## config.mk

```make
export PLATFORM = sky130hd
export DESIGN_NAME = pwd_lock_ctrl
export DESIGN_NICKNAME = d
export VERILOG_FILES = /design/src/rtl/pwd_lock_ctrl.sv
export SDC_FILE = /design/constraint.sdc
export NUM_CORES = 1
export LEC_CHECK = 0
export CORE_AREA = 4 4 105 82
export DETAILED_ROUTE_END_ITERATION = 12
export DIE_AREA = 0 0 109 86
export PLACE_DENSITY = 0.77
export SLEW_MARGIN = 20
export SYNTH_ARGS = -nofsm -noshare
export SYNTH_HDL_FRONTEND = slang
export SYNTH_SLANG_ARGS = --single-unit
```

## constraint.sdc

```tcl
create_clock -name clock -period 3 [get_ports clock]
set_clock_uncertainty 0.2 [all_clocks]
set_input_delay 0.6 -clock clock [delete_from_list [all_inputs] [get_ports clock]]
set_output_delay 0.6 -clock clock [all_outputs]
set_load 0.005 [all_outputs]
```

## src/rtl/pwd_lock_ctrl.sv

```systemverilog
// Password lock sequencer: checks a 3-digit BCD code against the stored password, opens, locks out, changes password.
// Latency: code_valid at edge N -> CHECK after N -> decision (state, fail_cnt, pulses) after N+1; all outputs registered.
// Backpressure: none; code_valid arriving outside IDLE/NEW1/NEW2 (CHECK, OPEN, LOCKOUT) is dropped.
//
// Ports:
//   clock, reset       rising-edge clock; asynchronous active-high reset
//   code_in/code_valid 12-bit entered code with single-cycle strobe
//   change_req         single-cycle request to change password (OPEN only)
//   state              IDLE=0 CHECK=1 OPEN=2 LOCKOUT=3 NEW1=4 NEW2=5
//   unlocked/lockout   high exactly while state is OPEN / LOCKOUT
//   fail_cnt           consecutive failed attempts
//   ok_pulse/err_pulse one-cycle outcome strobes
module pwd_lock_ctrl #(
   parameter logic [11:0] DEFAULT_PWD = 12'h123,
   parameter int unsigned MAX_TRIES   = 3,
   parameter logic [31:0] OPEN_CYCLES = 32'd50_000_000,
   parameter logic [31:0] LOCK_CYCLES = 32'd250_000_000
) (
   input  logic        clock,
   input  logic        reset,
   input  logic [11:0] code_in,
   input  logic        code_valid,
   input  logic        change_req,
   output logic [2:0]  state,
   output logic        unlocked,
   output logic        lockout,
   output logic [1:0]  fail_cnt,
   output logic        ok_pulse,
   output logic        err_pulse
);

   typedef enum logic [2:0] {
      ST_IDLE    = 3'd0,
      ST_CHECK   = 3'd1,
      ST_OPEN    = 3'd2,
      ST_LOCKOUT = 3'd3,
      ST_NEW1    = 3'd4,
      ST_NEW2    = 3'd5
   } state_t;

   localparam logic [2:0]  MAX_T     = 3'(MAX_TRIES);
   localparam logic [31:0] OPEN_LAST = OPEN_CYCLES - 32'd1;
   localparam logic [31:0] LOCK_LAST = LOCK_CYCLES - 32'd1;

   state_t      state_q, state_nxt;
   logic [11:0] pwd_q, pwd_nxt;
   logic [11:0] cand_q, cand_nxt;
   logic [11:0] code_q, code_nxt;
   logic [31:0] timer_q, timer_nxt;
   logic [1:0]  fail_q, fail_nxt;
   logic        ok_nxt, err_nxt;
   logic        unlocked_q, lockout_q, ok_q, err_q;

   function automatic logic is_bcd(input logic [11:0] c);
      return (c[11:8] <= 4'd9) && (c[7:4] <= 4'd9) && (c[3:0] <= 4'd9);
   endfunction

   always_ff @(posedge clock or posedge reset) begin
      if (reset) begin
         state_q    <= ST_IDLE;
         pwd_q      <= DEFAULT_PWD;
         cand_q     <= 12'd0;
         code_q     <= 12'd0;
         timer_q    <= 32'd0;
         fail_q     <= 2'd0;
         unlocked_q <= 1'b0;
         lockout_q  <= 1'b0;
         ok_q       <= 1'b0;
         err_q      <= 1'b0;
      end else begin
         state_q    <= state_nxt;
         pwd_q      <= pwd_nxt;
         cand_q     <= cand_nxt;
         code_q     <= code_nxt;
         timer_q    <= timer_nxt;
         fail_q     <= fail_nxt;
         // Decoded from the next state so the flags line up with state exactly.
         unlocked_q <= (state_nxt == ST_OPEN);
         lockout_q  <= (state_nxt == ST_LOCKOUT);
         ok_q       <= ok_nxt;
         err_q      <= err_nxt;
      end
   end

   always_comb begin
      state_nxt = state_q;
      pwd_nxt   = pwd_q;
      cand_nxt  = cand_q;
      code_nxt  = code_q;
      timer_nxt = 32'd0;
      fail_nxt  = fail_q;
      ok_nxt    = 1'b0;
      err_nxt   = 1'b0;

      case (state_q)
         ST_IDLE: begin
            if (code_valid) begin
               code_nxt  = code_in;
               state_nxt = ST_CHECK;
            end
         end

         ST_CHECK: begin
            // A non-BCD entry never matches, even if the stored value were non-BCD.
            if (is_bcd(code_q) && (code_q == pwd_q)) begin
               fail_nxt  = 2'd0;
               ok_nxt    = 1'b1;
               state_nxt = ST_OPEN;
            end else begin
               err_nxt = 1'b1;
               if (({1'b0, fail_q} + 3'd1) == MAX_T) begin
                  fail_nxt  = MAX_T[1:0];
                  state_nxt = ST_LOCKOUT;
               end else begin
                  fail_nxt  = fail_q + 2'd1;
                  state_nxt = ST_IDLE;
               end
            end
         end

         ST_OPEN: begin
            timer_nxt = timer_q + 32'd1;
            // change_req takes priority over both code_valid and the open timeout.
            if (change_req) begin
               timer_nxt = 32'd0;
               state_nxt = ST_NEW1;
            end else if (timer_q == OPEN_LAST) begin
               state_nxt = ST_IDLE;
            end
         end

         ST_NEW1: begin
            timer_nxt = timer_q + 32'd1;
            if (code_valid) begin
               if (is_bcd(code_in)) begin
                  cand_nxt  = code_in;
                  timer_nxt = 32'd0;
                  state_nxt = ST_NEW2;
               end else begin
                  err_nxt   = 1'b1;
                  state_nxt = ST_IDLE;
               end
            end else if (timer_q == OPEN_LAST) begin
               state_nxt = ST_IDLE;
            end
         end

         ST_NEW2: begin
            timer_nxt = timer_q + 32'd1;
            if (code_valid) begin
               if (code_in == cand_q) begin
                  pwd_nxt = cand_q;
                  ok_nxt  = 1'b1;
               end else begin
                  err_nxt = 1'b1;
               end
               state_nxt = ST_IDLE;
            end else if (timer_q == OPEN_LAST) begin
               state_nxt = ST_IDLE;
            end
         end

         ST_LOCKOUT: begin
            timer_nxt = timer_q + 32'd1;
            if (timer_q == LOCK_LAST) begin
               fail_nxt  = 2'd0;
               state_nxt = ST_IDLE;
            end
         end

         default: begin
            state_nxt = ST_IDLE;
         end
      endcase
   end

   assign state     = state_q;
   assign unlocked  = unlocked_q;
   assign lockout   = lockout_q;
   assign fail_cnt  = fail_q;
   assign ok_pulse  = ok_q;
   assign err_pulse = err_q;

endmodule

```

==> Word level (Yosys, flattened, before mapping) <==
Index checks and enable logic that the tools add are counted.
{ "op_classes": {"reduce_logical": 12, "add_sub_neg": 3, "order_cmp": 6, "muxes": 28, "n_eq_ne": 13} }
{ "ops": {"columns": ["cell", "n"], "rows": [
  ["$mux 32", 3],
  ["$pmux 32 s3", 1],
  ["$add 32x1->32 const B", 1],
  ["$eq 32x26->1 const B", 1],
  ["$eq 32x28->1 const B", 1],
  ["$eq 12x12->1", 2],
  ["$le 4x4->1 const B", 6],
  ["$mux 3", 7],
  ["$pmux 3 s6", 1],
  ["$eq 3x2->1 const B", 5],
  ["$mux 2", 5],
  ["$mux 1", 8],
  ["$eq 3x3->1 const B", 2],
  ["$reduce_and 3->1", 2],
  ["$logic_and 1x1->1", 5],
  ["$pmux 2 s2", 1],
  ["$reduce_and 2->1", 2],
  ["$add 2x1->3 const B", 1],
  ["$eq 3x1->1 const B", 1],
  ["$logic_not 3->1", 1],
  ["$pmux 1 s3", 1],
  ["$add 2x1->2 const B", 1],
  ["$ne 2x2->1 const B", 1],
  ["$pmux 1 s2", 1],
  ["2 further kinds", 2]
]} }
{ "word_totals": {"input_bits": 16, "elab_cells": 72, "out_inout_bits": 9, "regBits": 77} }

==> Longest topological paths before layout <==
{ "depth": {"ltp_word": 7, "ltp_mapped": 6, "depth_no_buf": 6} }

==> Worst setup path after synthesis <==
Ideal clock, no wire load.
{ "synth_path": {"path_type": "reg-to-reg", "from": "register timer_q[8]", "to": "register state_q[0] (netlist: state[0])", "path_buffers": 0, "stages_incl_launch_ff": 6, "arrival_time_ps": 1854, "period_less_slack_ps": 2182, "required_time_ps": 2671, "path_slack_ps": 818, "setup_time_ps": 129, "cell_sequence": "dfrtp_1 > or4_4 > nor4_4 > and4_1 > nor3b_1 > a2111o_1"} }
{ "synth_between": {"elab_chain_cells": 4, "word_cells_on_any_way": 8, "classes_between": "eq/ne: 2; mux: 6"} }
{ "synth_rtl": {"columns": ["item", "line_no", "text"], "rows": [
  ["start: declaration", "49", "logic [31:0] timer_q, timer_nxt;"],
  ["start signal: assignment", "75", "timer_q <= timer_nxt;"],
  ["$eq 32x26->1", "127, 143, 158", null],
  ["$mux 3", "127, 143, 158", null],
  ["$mux 3, on equally long branches", "150, 124, 134", null],
  ["$pmux 3 s6 *", "95", "case (state_q)"],
  ["net state_nxt[0]", "45", "state_t state_q, state_nxt;"],
  ["end signal: assignment", "71", "state_q <= state_nxt;"],
  ["end: declaration", "45", null]
]} }
The timed path passes the listed nets; every way through them passes the cells marked *.
A chain may end at the register's enable or synchronous reset.

==> Worst setup path after layout <==
{ "layout_path": {"from": "input code_in[6]", "to": "register pwd_q[10]"} }
{ "layout_between": {"elab_chain_cells": 2} }
{ "layout_rtl": {"columns": ["item", "line_no", "text"], "rows": [
  ["start: declaration", "21", "input logic [11:0] code_in,"],
  ["$eq 12x12->1", "151", "if (code_in == cand_q) begin"],
  ["$reduce_and 3->1 (no source line)", null, null],
  ["end signal: assignment", "72", "pwd_q <= pwd_nxt;"],
  ["end: declaration", "46", "logic [11:0] pwd_q, pwd_nxt;"]
]} }
No other way between the ends.

==> flow_results.org <==
** Routing
- ANT nets after route :: 0
- Number of detailed-route iterations in the first pass :: 4
- Vias per inst :: 5.49
- After detailed routing, the total wire length is 7730 um.
- Routed length per instance :: 16.4 um
- Vias after detailed routing :: 2587
- Drt first-iter violations :: 173
- For this run, design rule violations remaining after detail routing come to 0.

** Timing
- The final-report hold violation count came to 0.
- The clock period could shrink to 2.46 ns.
- Slew Limit Fails :: 0
- Worst slew margin relative to its limit :: 47.5%
- For this run, the top clock speed supported by timing is 407 MHz.
- Final cycle utilization of the critical path :: 81.9%
- Finish-stage setup viols :: 0
- After routing, the total negative slack on setup checks comes to 0 ns.
- Once routing completed, OpenROAD measured the worst setup slack at 0.544 ns.
- At the pin with the least slew margin, the transition time is 0.784 ns.
- Setup repair after global routing left no endpoint under its margin.

** Logic synthesis
- Mean area per synthesized cell :: 11.4 um^2
- The synthesized design contains 0 enable-type register cells.
- Top cell types by occurrence after synthesis :: sky130_fd_sc_hd__dfrtp_1 (73), sky130_fd_sc_hd__nor2_1 (41), sky130_fd_sc_hd__mux2_2 (36), sky130_fd_sc_hd__xnor2_1 (27), sky130_fd_sc_hd__xor2_1 (24)
- Fraction of the mapped netlist area in compound gates :: 3.49%
- The number of nets handed over by synthesis was 346.
- Leading area contributor after synthesis :: sky130_fd_sc_hd__dfrtp_1
- Sequential cell area fraction in the yosys report :: 51.8%
- Top cell type's share of synthesized area :: 49.0%
- Area share of fa/ha/maj cells after synthesis :: 0.671%
- Largest cells by area after synthesis :: sky130_fd_sc_hd__dfrtp_1 (49%), sky130_fd_sc_hd__mux2_2 (11%), sky130_fd_sc_hd__xnor2_1 (6.3%)
- Synth warn :: 0
- In the synthesized netlist the async set-or-reset flop fraction comes to 100%.
- The cell count after synthesis came out at 328.
- After synthesis the cells add up to 3730 um^2.
- Post-synthesis cell type count :: 46
- XOR/XNOR Fraction of Synth Area :: 12.0%
- Most used standard cell by instance count after synthesis :: sky130_fd_sc_hd__dfrtp_1
- Post-synthesis mux area share :: 10.9%
- Counting flops and latches in the post-synthesis netlist gives 77.
- Largest family of logic cells by synthesized area :: simple AND/OR/NAND/NOR gates
- Among all flip-flop cells after synthesis, the most frequent one is sky130_fd_sc_hd__dfrtp_1.
- The synthesized netlist devotes 19.6% of its cell area to simple gates.

** Placed design
- DP Area :: 4150 um^2
- Final Wtd Congestion :: 0.845
- Timing analysis after detailed placement gives a worst setup slack of 0.235 ns.
- Port buffering added 24 buffers.
- Detailed Place HPWL :: 5460 um
- Number of instances in the placed design :: 455

** Global route
- Antenna violations before repair :: 0
- The first global-routing pass estimated 13300 um of wire.
- Entering global routing, the biggest net connects 51 pins.
- After global routing the overflow that remains totals 0.
- Global routing used 18.1% of the available tracks.
- Vias in the first global route :: 2633

** Layout
- The post-route netlist has 19.4% of its cells at a drive strength greater than 1.
- Final cell count without fillers :: 471
- Relative to the synthesized area, the layout overhead comes to 16.7%.
- Final core area utilization :: 56.7%
- Antenna Diode Count :: 0
- Fill cell instance count of the final layout :: 627
- Summed area of non-filler cells in the final layout :: 4350 um^2
- Layout Nets :: 379

** Power
- The clock network burns 26.9% of the power.
- Power Internal :: 2040 uW
- Combinational logic is responsible for 26.8% of the overall power.
- IR drop worst, VDD :: 322 uV
- Of the total power, registers draw 46.2%.
- In this run the static leakage power is 0.00182 uW.
- Switching power total :: 988 uW
- Switching portion of total power :: 32.6%
- Areal power density over the cells :: 697 nW/um^2

** Worst setup path
- Worst flop-to-flop path endpoint :: state[0]
- Broken down by cell family, the worst path's largest delay share belongs to buffers and inverters.
- Flop2flop setup slack :: 0.62 ns
- Data arrival time of the worst path :: 2.52 ns
- Cell with the largest stage delay on the worst path :: sky130_fd_sc_hd__clkdlybuf4s50_1
- Worst setup path class :: primary input to register
- Crit-path max FO :: 9
- Endpoint class of the critical path :: register
- The worst setup path is launched from a primary input.
- Capturing instance or port of the critical path :: pwd_q[10]
- Crit path from :: code_in[6]
- Reg-to-Reg Start :: timer_q[8]
- R2R cell count :: 5
- Series of cell instances along the critical path :: clkdlybuf4s50_1 -> xnor2_1 -> nand4_1 -> nor4_1 -> nand2_1 -> buf_4 -> mux2_2
- Together, buffers and inverters on the worst path number 2.
- The largest single stage delay on the critical path is 0.56 ns.
- Number of stages on the worst setup path :: 7
- At the worst endpoint, the required time is 3.06 ns.

** Clocking
- Hold buffer count at cts :: 0
- Root buffer cell :: sky130_fd_sc_hd__clkbuf_8
- Inserted Clock Buffers :: 9
- Once the clock tree was built, the resizer swapped 0 gates to a different size.
- The number of setup buffers added after CTS is 0.
- The H-tree was split into 3 levels.
- The clock passes through at most 2 buffers.
- CTS sink count :: 77
- TritonCTS built the clock tree.
- Worst-Skew Late Latency :: 0.37 ns
- Clock-pin slew was measured on the worst setup and hold paths at 0.09 ns.

** Hold path
- Path category of the worst min-delay check :: register to register

** Floorplan
- Count of pins on the block boundary :: 25
- In this run the horizontal extent of the chip is 109 um.
- The initial utilization of the core area, before any placement, comes to 48.6%.
- Core footprint :: 7670 um^2
- The floorplan step defined a die boundary enclosing 9370 um^2.
- In this run the core area contains 28 standard-cell rows.
- The die is 86 um tall.

** Outcome
- Outcome :: finished, final reports clean

** Flow run
- Max-cap violations :: 0
## per-layer routing
layer,routed length [um],GRT usage (%),vias to the layer above,part of all wire [%]
li1,-,-,1221,-
met1,3780,26.6,1287,49
met2,3390,26.3,69,44
met3,423,3.84,10,5.5
met4,127,6.54,0,1.6
met5,0,0,-,0
## placed cells by master (no fill, tap or decap), drive strengths merged, types with 2 or more instances in the layout
master / instances
clkdlybuf4s50: 24
buf: 7
nand4b: 2
nor2b: 2
nor3: 4
o2bb2ai: 2
and3: 5
nor4bb: 2
nand2: 20
mux2: 36
o21ai: 4
dfrtp: 73
inv: 9
and2: 2
xor2: 24
or4: 2
nand4: 15
nor4: 7
and4: 5
nand3: 15
ha: 2
xnor2: 27
dfstp: 4
nor2: 41
clkinv: 2
clkbuf: 9
nand3b: 2
## power by group through the flow
stage | clock [uW] | sequential, uW | combinational, uW
3_3_place_gp | 0 | 1410 | 788
3_5_place_dp | 0 | 1420 | 816
4_1_cts | 838 | 1400 | 821
2_1_floorplan | 0 | 1370 | 542
6_report | 817 | 1400 | 814
5_1_grt | 884 | 1430 | 896
## layout make-up
class                           instances  area (um^2)  share of cell area, %
Clock inverter                          7         81.3                   1.87
Timing Repair Buffer                   31          318                   7.31
Sequential cell                        77         1930                   44.4
Multi-Input combinational cell        236         1740                   40.0
Inverter                                6         22.5                  0.518
Tap cell                              105          131                   3.02
Clock buffer                            9          124                   2.85
## worst min path at each step
stage               slack, ns  cells past startpoint       start         end
floorplan                0.25                      1  timer_q[0]  timer_q[0]
CTS                      0.29                      1  timer_q[0]  timer_q[0]
global route             0.32                      1  timer_q[0]  timer_q[0]
detailed placement       0.28                      1  timer_q[0]  timer_q[0]
global placement         0.27                      1  timer_q[0]  timer_q[0]
finish                   0.29                      1  timer_q[0]  timer_q[0]
## logic make-up (layout without fill, tap and decap cells)
family,count (synthesis),after routing
simple gates,130,130
flops,77,77
xor+xnor,51,51
mux,36,36
compound gates,17,17
buf+inv,15,53
fa+ha+maj,2,2
## sequential cells by signal (all words and copies together) (netlist names)
register,cells
cand_q,12
code_q,12
err_pulse,1
fail_cnt,2
lockout,1
ok_pulse,1
pwd_q,12
state,3
timer_q,32
unlocked,1
## metrics by stage
stage | total power [uW] | hold slack [ns]
after floorplan | 1910 | 0.255
after global placement | 2200 | 0.270
after detailed placement | 2240 | 0.278
after CTS | 3060 | 0.290
after global routing | 3210 | 0.319
final | 3030 | 0.287
(Power assumes the default switching activity.)
